### src/rtl/cordic_gain_comp.sv
// cordic_gain_comp: removes the CORDIC rotator gain from x/y by scaling with
// K = 311/512 and carries the angle through unchanged, delay-matched.
// Two-stage valid/ready pipeline with full back-pressure and a counter of
// results accepted by the consumer.
// Optional build macro CGC_ROUND_EN: round half-up (+256 before the >>>9).
// Without it the scaled result is truncated (floor).
module cordic_gain_comp #(
   parameter int W     = 12,
   parameter int CNT_W = 16
) (
   input  logic             clk,
   input  logic             rst_n,
   input  logic             in_valid,
   output logic             in_ready,
   input  logic [W-1:0]     x_in,
   input  logic [W-1:0]     y_in,
   input  logic [W-1:0]     theda_in,
   output logic             out_valid,
   input  logic             out_ready,
   output logic [W-1:0]     x_comp,
   output logic [W-1:0]     y_comp,
   output logic [W-1:0]     theda_comp,
   output logic [CNT_W-1:0] out_cnt
);

   // Products up to 2048*320 need W+9 bits signed.
   localparam int PW = W + 9;

`ifdef CGC_ROUND_EN
   localparam logic signed [PW-1:0] HALF = PW'(256);
`endif

   logic                 v1, v2;
   logic                 en1, en2;
   logic signed [PW-1:0] xe, ye;
   logic signed [PW-1:0] ax_d, bx_d, ay_d, by_d;
   logic signed [PW-1:0] ax, bx, ay, by;
   logic        [W-1:0]  th1;
   logic signed [PW-1:0] rx, ry;

   // Pipeline advance: a stage may load when empty or when the one after it moves.
   always_comb begin
      en2       = ~v2 | out_ready;
      en1       = ~v1 | en2;
      in_ready  = en1 & rst_n;
      out_valid = v2;
   end

   // Stage-1 partial products: a = x*320, b = x*9, so a - b = x*311.
   always_comb begin
      xe   = {{9{x_in[W-1]}}, x_in};
      ye   = {{9{y_in[W-1]}}, y_in};
      ax_d = (xe <<< 8) + (xe <<< 6);
      bx_d = (xe <<< 3) + xe;
      ay_d = (ye <<< 8) + (ye <<< 6);
      by_d = (ye <<< 3) + ye;
   end

   // Stage-2 combine: x*311, optionally biased by half an LSB of the /512.
   always_comb begin
`ifdef CGC_ROUND_EN
      rx = ax - bx + HALF;
      ry = ay - by + HALF;
`else
      rx = ax - bx;
      ry = ay - by;
`endif
   end

   // Stage-1 registers: partial products and angle.
   always_ff @(posedge clk) begin
      if (!rst_n) begin
         v1  <= 1'b0;
         ax  <= '0;
         bx  <= '0;
         ay  <= '0;
         by  <= '0;
         th1 <= '0;
      end else if (en1) begin
         v1  <= in_valid;
         ax  <= ax_d;
         bx  <= bx_d;
         ay  <= ay_d;
         by  <= by_d;
         th1 <= theda_in;
      end
   end

   // Stage-2 registers: arithmetic shift by 9 (floor) gives the scaled output.
   always_ff @(posedge clk) begin
      if (!rst_n) begin
         v2         <= 1'b0;
         x_comp     <= '0;
         y_comp     <= '0;
         theda_comp <= '0;
      end else if (en2) begin
         v2         <= v1;
         x_comp     <= W'(rx >>> 9);
         y_comp     <= W'(ry >>> 9);
         theda_comp <= th1;
      end
   end

   // Count output transfers; wraps naturally at 2^CNT_W.
   always_ff @(posedge clk) begin
      if (!rst_n) begin
         out_cnt <= '0;
      end else if (v2 && out_ready) begin
         out_cnt <= out_cnt + CNT_W'(1);
      end
   end

endmodule

### config.mk
export PLATFORM = sky130hd
export DESIGN_NAME = cordic_gain_comp
export DESIGN_NICKNAME = d
export VERILOG_FILES = /design/src/rtl/cordic_gain_comp.sv
export SDC_FILE = /design/constraint.sdc
export NUM_CORES = 1
export LEC_CHECK = 0
export ABC_AREA = 1
export BUFFER_PORTS_ARGS = -buffer_cell sky130_fd_sc_hd__buf_2
export CORE_MARGIN = 2
export CORE_UTILIZATION = 54
export DETAILED_ROUTE_END_ITERATION = 7
export HOLD_SLACK_MARGIN = 0.1
export PLACE_DENSITY = 0.7
export SETUP_SLACK_MARGIN = 0.3
export SLEW_MARGIN = 10
export SYNTH_ARGS = -nofsm -noshare
export SYNTH_HDL_FRONTEND = slang
export SYNTH_SLANG_ARGS = --single-unit
### constraint.sdc
create_clock -name clk -period 3.5 [get_ports clk]
set_input_delay 0 -clock clk [delete_from_list [all_inputs] [get_ports clk]]
set_output_delay 0 -clock clk [all_outputs]
set_load 0.02 [all_outputs]
==> After elaboration in Yosys (flattened, before gate mapping) <==
Index checks and enable logic that the tools add are counted.
{ "word_totals": {"reg_bits": 150, "inputBits": 40} }
{ "classes": {"n_addsub": 7, "n_bitwise": 5, "n_reduce_logical": 1} }
{ "op_table": {"columns": ["cell", "count"], "rows": [
  ["20-bit by 18-bit adder with 21-bit output", 2],
  ["21-bit subtractor", 2],
  ["15-bit by 12-bit adder with 16-bit output", 2],
  ["16-bit by 1-bit adder with 16-bit output, second input constant", 1],
  ["1-bit NOT", 2],
  ["1-bit bitwise OR", 2],
  ["1-bit AND", 1],
  ["1-bit logical AND", 1]
]} }

==> Depth between registers and ports, before layout <==
Gate-level depths: netlist of run 1.
{ "depth": {"depth_word": 4, "depth_mapped": 12, "mapped_depth_nobuf": 12} }

==> Worst setup path after synthesis of run 1 <==
No wires, ideal clock.
{ "synth_timing": {"kind": "register to register", "startpoint": "register out_cnt[0]", "endpoint": "register out_cnt[14]", "setup_time_ns": 0.117, "t_arrival_ns": 1.477, "required_time_ns": 3.383, "path_slack_ns": 1.906, "path_stages_with_launch": 11, "path_buffers": 0, "period_less_slack_ns": 1.594, "path_cell_list": "dfxtp_1 -> ha_1 -> nand2_1 -> nor2_1 -> nand2_2 -> nor2_4 -> nand2_4 -> nor2_4 -> nand2_1 -> o21ai_1 -> a21oi_1"} }
{ "synth_between": {"elab_chain_len": 1} }
{ "synth_lines": {"columns": ["item", "line", "text"], "rows": [
  ["start: declaration", "23", "output logic [CNT_W-1:0] out_cnt"],
  ["start signal: assignment", "109", "out_cnt <= out_cnt + CNT_W'(1);"],
  ["16-bit by 1-bit adder with 16-bit output", "109", null]
]} }
No other way between the ends.
A chain may end at the register's enable or synchronous reset.

==> Worst setup path after layout of run 1 <==
{ "layout_timing": {"startpoint": "register v2 (netlist: out_valid)", "endpoint": "output port in_ready"} }
{ "layout_between": {"elab_chain_len": 4} }
{ "layout_lines": {"columns": ["item", "line", "text"], "rows": [
  ["start: declaration", "33", "logic v1, v2;"],
  ["start signal: assignment", "97", "v2 <= v1;"],
  ["1-bit NOT", "43", "en2 = ~v2 | out_ready;"],
  ["1-bit bitwise OR", "43", null],
  ["1-bit bitwise OR", "44", "en1 = ~v1 | en2;"],
  ["1-bit AND", "45", "in_ready = en1 & rst_n;"],
  ["end: declaration", "14", "output logic in_ready,"]
]} }
No other way between the ends.

==> results by stage, run 1 <==
Floorplan:
- The die height is 130.0 um.
- The x dimension of the die is 130.0 um.
- The number of top-level pins is 94.
- The area of the die is 0.01690 mm^2.
- The initial core utilization is 54.57%.
- The core region is 0.01571 mm^2.
- The number of rows in the core area is 46.

Power:
- Combinational logic is responsible for 32.7% of the overall power.
- The clock network is responsible for 34.8% of the overall power.
- The design draws 5.086 mW.
- The internal portion of the total power is 3.232 mW.
- Summed over all cells, the static leakage comes to 5.544 nW.
- For this design the ratio of total power to cell area is 508.3 mW/mm^2.
- The maximum VDD drop is 0.0004000 V.
- Sequential cells burn 32.4% of the power.
- For this design the total switching power over the nets is 1.854 mW.
- The switching share of power is 36.45%.

Detailed routing:
- The number of nets with antenna violations after detailed routing is 0.
- The number of vias per cell is 5.071.
- The number of DRC violations after detailed routing is 0.
- The first detailed-routing pass ran for 6 iterations.
- The routed layout has 8504 vias.
- The number of violations reported at the end of detailed-routing iteration 0 is 566.
- The detailed-route wire length is 21400 um.
- The wire length per cell after detailed routing is 12.76 um.

Clock network:
- The buffers inserted during post-CTS setup optimization is 0.
- The H-tree generated during clock tree synthesis spans 4 levels.
- The count of instances resized after the clock tree is built is 0.
- The clock network latency to the later pin of the worst-skew pair is 0.42 ns.
- The number of CTS-inserted buffers is 17.
- The clock-pin slew reported for the worst setup and hold paths after clock tree synthesis is 0.06 ns.
- The count of clock tree sinks is 122.
- The CTS tree is built.
- The cell sitting at the root of the clock tree is a sky130_fd_sc_hd__clkbuf_16.
- The clock tree buffer depth is 2.

Synth:
- The synthesized flop and latch total is 122.
- The share of the Yosys chip area taken by registers is 28.48%.
- The synthesis warning total is 0.
- The net count after synthesis is 1458.
- The number of instances in the synthesized netlist is 1345.
- Counting distinct cell types in the post-synthesis netlist gives 34.
- The synthesized cell area is 0.008574 mm^2.
- The synthesized area per cell is 6.375 um^2.

Setup path:
- STA classifies the critical path startpoint as a register.
- STA classifies the critical path endpoint as an output pin.
- The classification of the worst setup path is reg2out.
- The largest fanout on the critical path is 50.
- The worst endpoint data arrival time is 2.37 ns.
- At the worst endpoint, the required time is 3.50 ns.

STA:
- On the final layout, the worst clock skew is 0.007414 ns.
- The worst-case setup margin in the final layout is 1.130 ns.
- The share of the cycle needed by the critical path after routing is 67.73%.
- The number of slew-limit violations in the final report is 0.
- Setup violations remaining at the end of the flow were counted as 0.
- Setup repair after global routing left no endpoint under its margin.
- The count of final hold-check violations is 0.
- The actual transition at the worst max-transition pin is 0.9142 ns.
- The total negative slack is 0 ns.
- The headroom to the max-slew limit is 38.97%.
- The worst path in the final design needs a cycle of 2.370 ns, including I/O delays and setup.
- The fmax is 421.9 MHz.

Global route:
- The pin count of the biggest net entering global routing is 92.
- The wire length of the first global-routing pass is 35620 um.
- The initial antenna violation count is 0.
- The via count of the first global-routing pass is 7597.
- Global routing finished with a remaining overflow of 0.
- Global routing consumed, over all layers together, 26.05% of the routing resources.

Flow run:
- The number of max-cap violations is 0.

Run status:
- The flow ran to the end, and the final reports show no timing, DRC or antenna violations.

Final layout:
- The final non-filler cell total is 1677.
- The fraction of final layout cells with drive strength greater than 1 is 10.20%.
- The sequential cells in the finished layout cover a total of 0.002442 mm^2.
- From synthesis to final layout, the design area changed by 16.69%.
- The number of antenna diodes in the final layout is 0.
- Summing all multi-input logic gate instances after layout gives 0.005069 mm^2.
- For this run, the post-layout net count is 1561.
- The number of filler cells placed in the layout is 1523.

Placement:
- The detailed placement HPWL is 16010 um.
- The final weighted congestion of routability-driven global placement is 0.9076.
- The number of buffers inserted by port buffering is 93.
- In this run, placement finished with an instance count of 1623.
- Timing analysis after detailed placement gives a worst setup slack of 1.410 ns.

Worst hold path:
- The path class of the tightest hold or removal check is in2reg.
==> cells in the final DEF, fill, tap and decap left out, types with 7 or more instances in the layout <==
| cell | count |
|---|---|
| sky130_fd_sc_hd__nor2_1 | 155 |
| sky130_fd_sc_hd__nand2_1 | 273 |
| sky130_fd_sc_hd__a31oi_1 | 9 |
| sky130_fd_sc_hd__dfxtp_1 | 122 |
| sky130_fd_sc_hd__inv_1 | 240 |
| sky130_fd_sc_hd__o21bai_1 | 10 |
| sky130_fd_sc_hd__o21ai_0 | 128 |
| sky130_fd_sc_hd__clkbuf_16 | 17 |
| sky130_fd_sc_hd__xor2_1 | 24 |
| sky130_fd_sc_hd__a21oi_1 | 106 |
| sky130_fd_sc_hd__nand3_1 | 101 |
| sky130_fd_sc_hd__xnor2_1 | 7 |
| sky130_fd_sc_hd__buf_2 | 93 |
| sky130_fd_sc_hd__nand4_1 | 18 |
| sky130_fd_sc_hd__dlygate4sd3_1 | 22 |
| sky130_fd_sc_hd__ha_1 | 69 |
==> power groups by stage <==
stage | clock (mW) | combinational, mW | sequential (mW)
floorplan | 0 | 1.11 | 1.76
global placement | 0 | 1.60 | 1.67
detailed placement | 0 | 1.62 | 1.67
CTS | 1.79 | 1.65 | 1.65
global route | 1.86 | 1.91 | 1.66
finish | 1.77 | 1.67 | 1.65
==> metrics by stage <==
step	utilization, %	hold slack (ns)	area (um^2)
2_1_floorplan	-	0.1239	8574
3_3_place_gp	58.46	0.2218	9185
4_1_cts	63.68	0.1099	10010
3_5_place_dp	58.46	0.2228	9185
6_report	63.68	0.1221	10010
5_1_grt	63.68	0.1575	10010
==> state kept, by name, summed over array words and instances, names as in the netlist <==
name        cells
by             16
bx             16
ax             12
x_comp         12
y_comp         12
v1              1
ay             12
theda_comp     12
out_cnt        16
th1            12
out_valid       1
==> cell usage after synthesis (all sizes together) <==
cell      n  area, um^2
nor2    163       670.6
a21o      4       30.03
a21oi   106       530.5
a31oi     9       56.30
o211ai    2       15.01
a211oi    1       7.510
and2      5       31.28
nor3      5       35.03
nand2   279        1072
nor3b     1       7.510
xnor2     7       61.31
nand3   101       505.5
ha       69       863.3
or2       2       12.51
o21ai   131       655.6
nor4      1       6.260
nand4    18       112.6
inv     242       908.4
o21bai   10       75.07
xor2     24       210.2
clkbuf   15       56.30
buf      20       98.84
dfxtp   122        2442
o21a      4       30.03
fa        4       80.08
==> worst max-delay path, stage by stage, from the launching register on <==
cell                      delay, ns
sky130_fd_sc_hd__dfxtp_1       0.37
sky130_fd_sc_hd__inv_1         0.09
sky130_fd_sc_hd__nor2_4        0.40
sky130_fd_sc_hd__inv_2         0.14
sky130_fd_sc_hd__nor2_8        0.11
sky130_fd_sc_hd__inv_2         0.33
sky130_fd_sc_hd__nand2_4       0.27
sky130_fd_sc_hd__inv_1         0.06
sky130_fd_sc_hd__buf_2         0.16
==> repair_timing <==
item	4_1_cts	5_1_grt
hold buffers	22	0
endpoints found under the setup margin	0	0
endpoints found under the hold margin	46	0
==> logic make-up (layout without fill, tap and decap cells) <==
logic type,after synthesis,after routing,share of synthesized area (%)
simple gates,575,575,28.62
buf+inv,277,393,12.40
compound gates,267,267,16.33
flops,122,122,28.48
fa+ha+maj,73,73,11.00
xor+xnor,31,31,3.166
==> final cells by class <==
cell class                      instances  share of cell area (%)
Tap cell                              216                   2.701
Sequential cell                       122                   24.41
Timing Repair Buffer                  119                   7.153
Clock inverter                         14                   1.613
Multi-Input combinational cell        946                   50.66
Inverter                              242                   9.078
Clock buffer                           18                   4.389
==> per-layer routing <==
layer / track usage, % / part of all wire [%]
met3: 3.526 / 4.1
met1: 39.42 / 54
met5: 0 / 0
met4: 6.768 / 1.2
met2: 38.84 / 41
==> final timing paths <==
check,from,endpoint,slack (ns),cells past startpoint
worst max-delay path,out_valid,in_ready,1.13,8
worst min-delay path,y_in[3],by[3],0.12,4
worst max register to register,out_valid,by[10],1.34,8
worst min register to register,out_cnt[14],out_cnt[14],0.46,2
No activity file was read; power rests on OpenSTA's default activity.
==> run 2: changes to the inputs <==
clock period = 2.2 ns   (was 3.5 ns; I/O delays follow)
==> run 2 against run 1 <==
  * Non-clock buffer count is 5 higher
  * Final cell count increased by 0.30%
  * Design area rose by 0.75%
  * Register-to-register slack lost 0.92 ns
  * Core utilization up 0.48 points
  * Clock skew grew 0.0036 ns
  * Total power up 57%
  * Routed wire length is 4.3% higher
==> results by stage, run 2 (synthesized netlist as in run 1, its figures left out) <==
Global route:
- The global-route usage over all layers is 26.78% (+0.73 points).
- The pin count of the biggest net entering global routing was 81 (-12%).
- The overflow left after global routing is 0 (unchanged).
- The initial antenna violation count is 0 (unchanged).
- The wire length of the first global-routing pass is 36250 um (+1.8%).
- The via count of the first global-routing pass came to 7494 (-1.4%).

Detailed routing:
- In this run the top signal layer used is met4.
- The number of DRC violations after detailed routing is 0 (unchanged).
- The wire length per cell after detailed routing is 13.28 um (+4.0%).
- The number of vias per cell was 5.104 (+0.65%).
- The met3 wire length is 850 um (-4.2%).
- The number of violations reported at the end of detailed-routing iteration 0 is 575 (+1.6%).
- The number of detailed-routing iterations run before antenna repair was 8 (+2).
- The detailed-route wire length is 22330 um (+4.3%).
- The sum of met2 wire segment lengths after detailed routing is 9455 um (+7.5%).
- The number of nets with antenna violations after detailed routing is 0 (unchanged).
- The number of vias in the routed layout came to 8585 (+0.95%).
- The met1 layer wirelength in the final routing is 11770 um (+2.7%).

Setup path:
- The largest fanout on the critical path is 4 (-92%).
- The timing endpoint of the critical path is ax[16].
- The launching point of the worst reg2reg path is bx[19].
- The number of cell instances on the worst register-to-register path is 10 (+2).
- The launch point of the worst path is x_in[2].
- The worst setup path is launched from an input pin.
- The critical path is of the in2reg type.
- The worst reg-to-reg setup slack is 0.42 ns (-0.92 ns).
- The capturing point of the worst reg2reg path is x_comp[7].
- The worst endpoint data arrival time was 2.11 ns (-0.26 ns).
- The required arrival time at the worst endpoint is 2.51 ns (-0.99 ns).
- The sort of element at the end of the critical path is a register.

Run status:
- The run finished with clean final reports.

Worst hold path:
- The cell depth of the worst hold path came to 4 (unchanged).
- In this run the worst hold path is classified as in2reg.

STA:
- The total negative slack was 0 ns (unchanged).
- The worst path uses 81.55% of the clock period.
- Setup repair after global routing left no endpoint under its margin.
- The setup skew after layout is 0.01100 ns (+0.003590 ns).
- The number of slew-limit violations in the final report was 0 (unchanged).
- The worst path in the final design needs a cycle of 1.794 ns, including I/O delays and setup.
- The number of setup violations in the final report is 0 (unchanged).
- The headroom to the max-slew limit is 60.88% (+22 points).
- The fmax is 557.4 MHz.
- The count of final hold-check violations is 0 (unchanged).
- The actual transition at the worst max-transition pin is 0.5868 ns (-0.3274 ns).

Placement:
- The standard cell area after detailed placement is 0.009228 mm^2 (+0.46%).
- The number of buffers inserted by port buffering came to 93 (unchanged).
- The detailed placement HPWL was 16920 um (+5.7%).
- The final weighted congestion of routability-driven global placement is 0.9462 (+4.3%).

Clock network:
- The count of clock tree sinks is 122 (unchanged).
- The H-tree depth was 4 (unchanged).
- The clock-pin slew reported for the worst setup and hold paths after clock tree synthesis is 0.06 ns (about the same).
- The clock tree buffer depth is 2 (unchanged).
- The CTS tree is built.
- The clock network latency to the later pin of the worst-skew pair is 0.43 ns (about the same).
- The number of CTS-inserted buffers was 17 (unchanged).
- The cell sitting at the root of the clock tree is a sky130_fd_sc_hd__clkbuf_16.
- The buffers inserted during post-CTS setup optimization is 0 (unchanged).

Final layout:
- The largest registers in the layout are bx (16), by (16), out_cnt (16).
- The diode insertion count for antenna repair is 0 (unchanged).
- Leaving out fill and tap cells, the most frequent cell in the layout is sky130_fd_sc_hd__nand2_1.
- The cell area after layout is 0.01008 mm^2 (+0.75%).
- The post-layout net count is 1566 (+0.32%).
- The library cells used most frequently in the layout, excluding fill and tap cells, are 272 x sky130_fd_sc_hd__nand2_1, 237 x sky130_fd_sc_hd__inv_1, 155 x sky130_fd_sc_hd__nor2_1.
- The fraction of final layout cells with drive strength greater than 1 came to 11.66% (+1.5 points).
- Compared with the post-synthesis result, the final layout area differs by 17.57%.

Power:
- The standby leakage power is 5.535 nW (-0.17%).
- The power density relative to cell area is 791.0 mW/mm^2 (+56%).
- The maximum VDD drop is 0.0006832 V (+71%).

Flow run:
- The number of max-cap violations is 0 (unchanged).

Floorplan:
- The x dimension of the die was 130.0 um (unchanged).
- The initial core utilization was 54.57% (unchanged).
- The number of rows in the core area is 46 (unchanged).
- The area of the die was 0.01690 mm^2 (unchanged).
- The number of top-level pins is 94 (unchanged).
- The core footprint is 0.01571 mm^2 (unchanged).
- The die height came to 130.0 um (unchanged).
run 2: changes by cell type in the layout (fill, tap and decap cells not counted), sizes merged:
cell         change
buf              +4
inv              +4
clkinv           -3
bufinv           -2
clkinvlp         +2
clkbuf           -1
dlygate4sd3      +1
run 2: worst min-delay path by stage:
stage / from / endpoint / slack (ns)
5_1_grt: x_in[3] / bx[3] / 0.19
3_3_place_gp: in_valid / v1 / 0.22
3_5_place_dp: in_valid / v1 / 0.22
4_1_cts: x_in[3] / bx[3] / 0.11
2_1_floorplan: in_valid / v1 / 0.12
6_report: y_in[3] / by[3] / 0.13
run 2: cell type report:
| cell class | count | area [um^2] |
|---|---|---|
| fill | 1507 | 5632 |
| multi-input combinational | 946 | 5132 |
| sequential | 122 | 2442 |
| inverter | 242 | 910.9 |
| timing repair buffer | 124 | 772.0 |
| clock buffer | 17 | 425.4 |
| tap | 216 | 270.3 |
| clock inverter | 15 | 127.6 |
run 2: critical path: stages:
cell                            delay [ns]
sky130_fd_sc_hd__dlygate4sd3_1        0.54
sky130_fd_sc_hd__buf_2                0.16
sky130_fd_sc_hd__ha_1                 0.23
sky130_fd_sc_hd__fa_1                 0.45
sky130_fd_sc_hd__nand3_1              0.10
sky130_fd_sc_hd__nand2_1              0.11
sky130_fd_sc_hd__nand3_1              0.12
sky130_fd_sc_hd__nand2_1              0.06
sky130_fd_sc_hd__nand2_1              0.06
sky130_fd_sc_hd__nand3_1              0.11
sky130_fd_sc_hd__o211ai_1             0.12
sky130_fd_sc_hd__inv_1                0.06
run 2: metrics by stage:
step                      utilization, %  std cells  setup slack [ns]  total power [mW]  hold WS [ns]
after floorplan                        -       1345            0.6061             4.559        0.1239
after global placement             58.73       1627            0.3643             5.246        0.2246
after detailed placement           58.73       1627            0.3673             5.274        0.2208
after CTS                          63.73       1682            0.3327             7.941        0.1060
after global routing               64.16       1682            0.2681             8.504        0.1879
final                              64.16       1682            0.4058             7.974        0.1260
run 2: timing repair:
action / CTS / global route
resized for setup: 1 / 21
setup endpoints to repair: 1 / 16
hold buffers: 23 / 0
pin swaps: 0 / 2
hold endpoints to repair: 33 / 0
run 2: report_power, final:
part,switching [mW],leakage [nW],internal (mW)
Combinational,1.75,4.26,0.971
Clock,1.15,0.262,1.47
Sequential,0.143,1.01,2.48
run 2: metal layers:
layer  up-vias  GRT usage, %
met1      3849         40.48
met3        21         4.059
li1       4523             -
met5         -             0
met4         0         7.337
met2       192         39.48
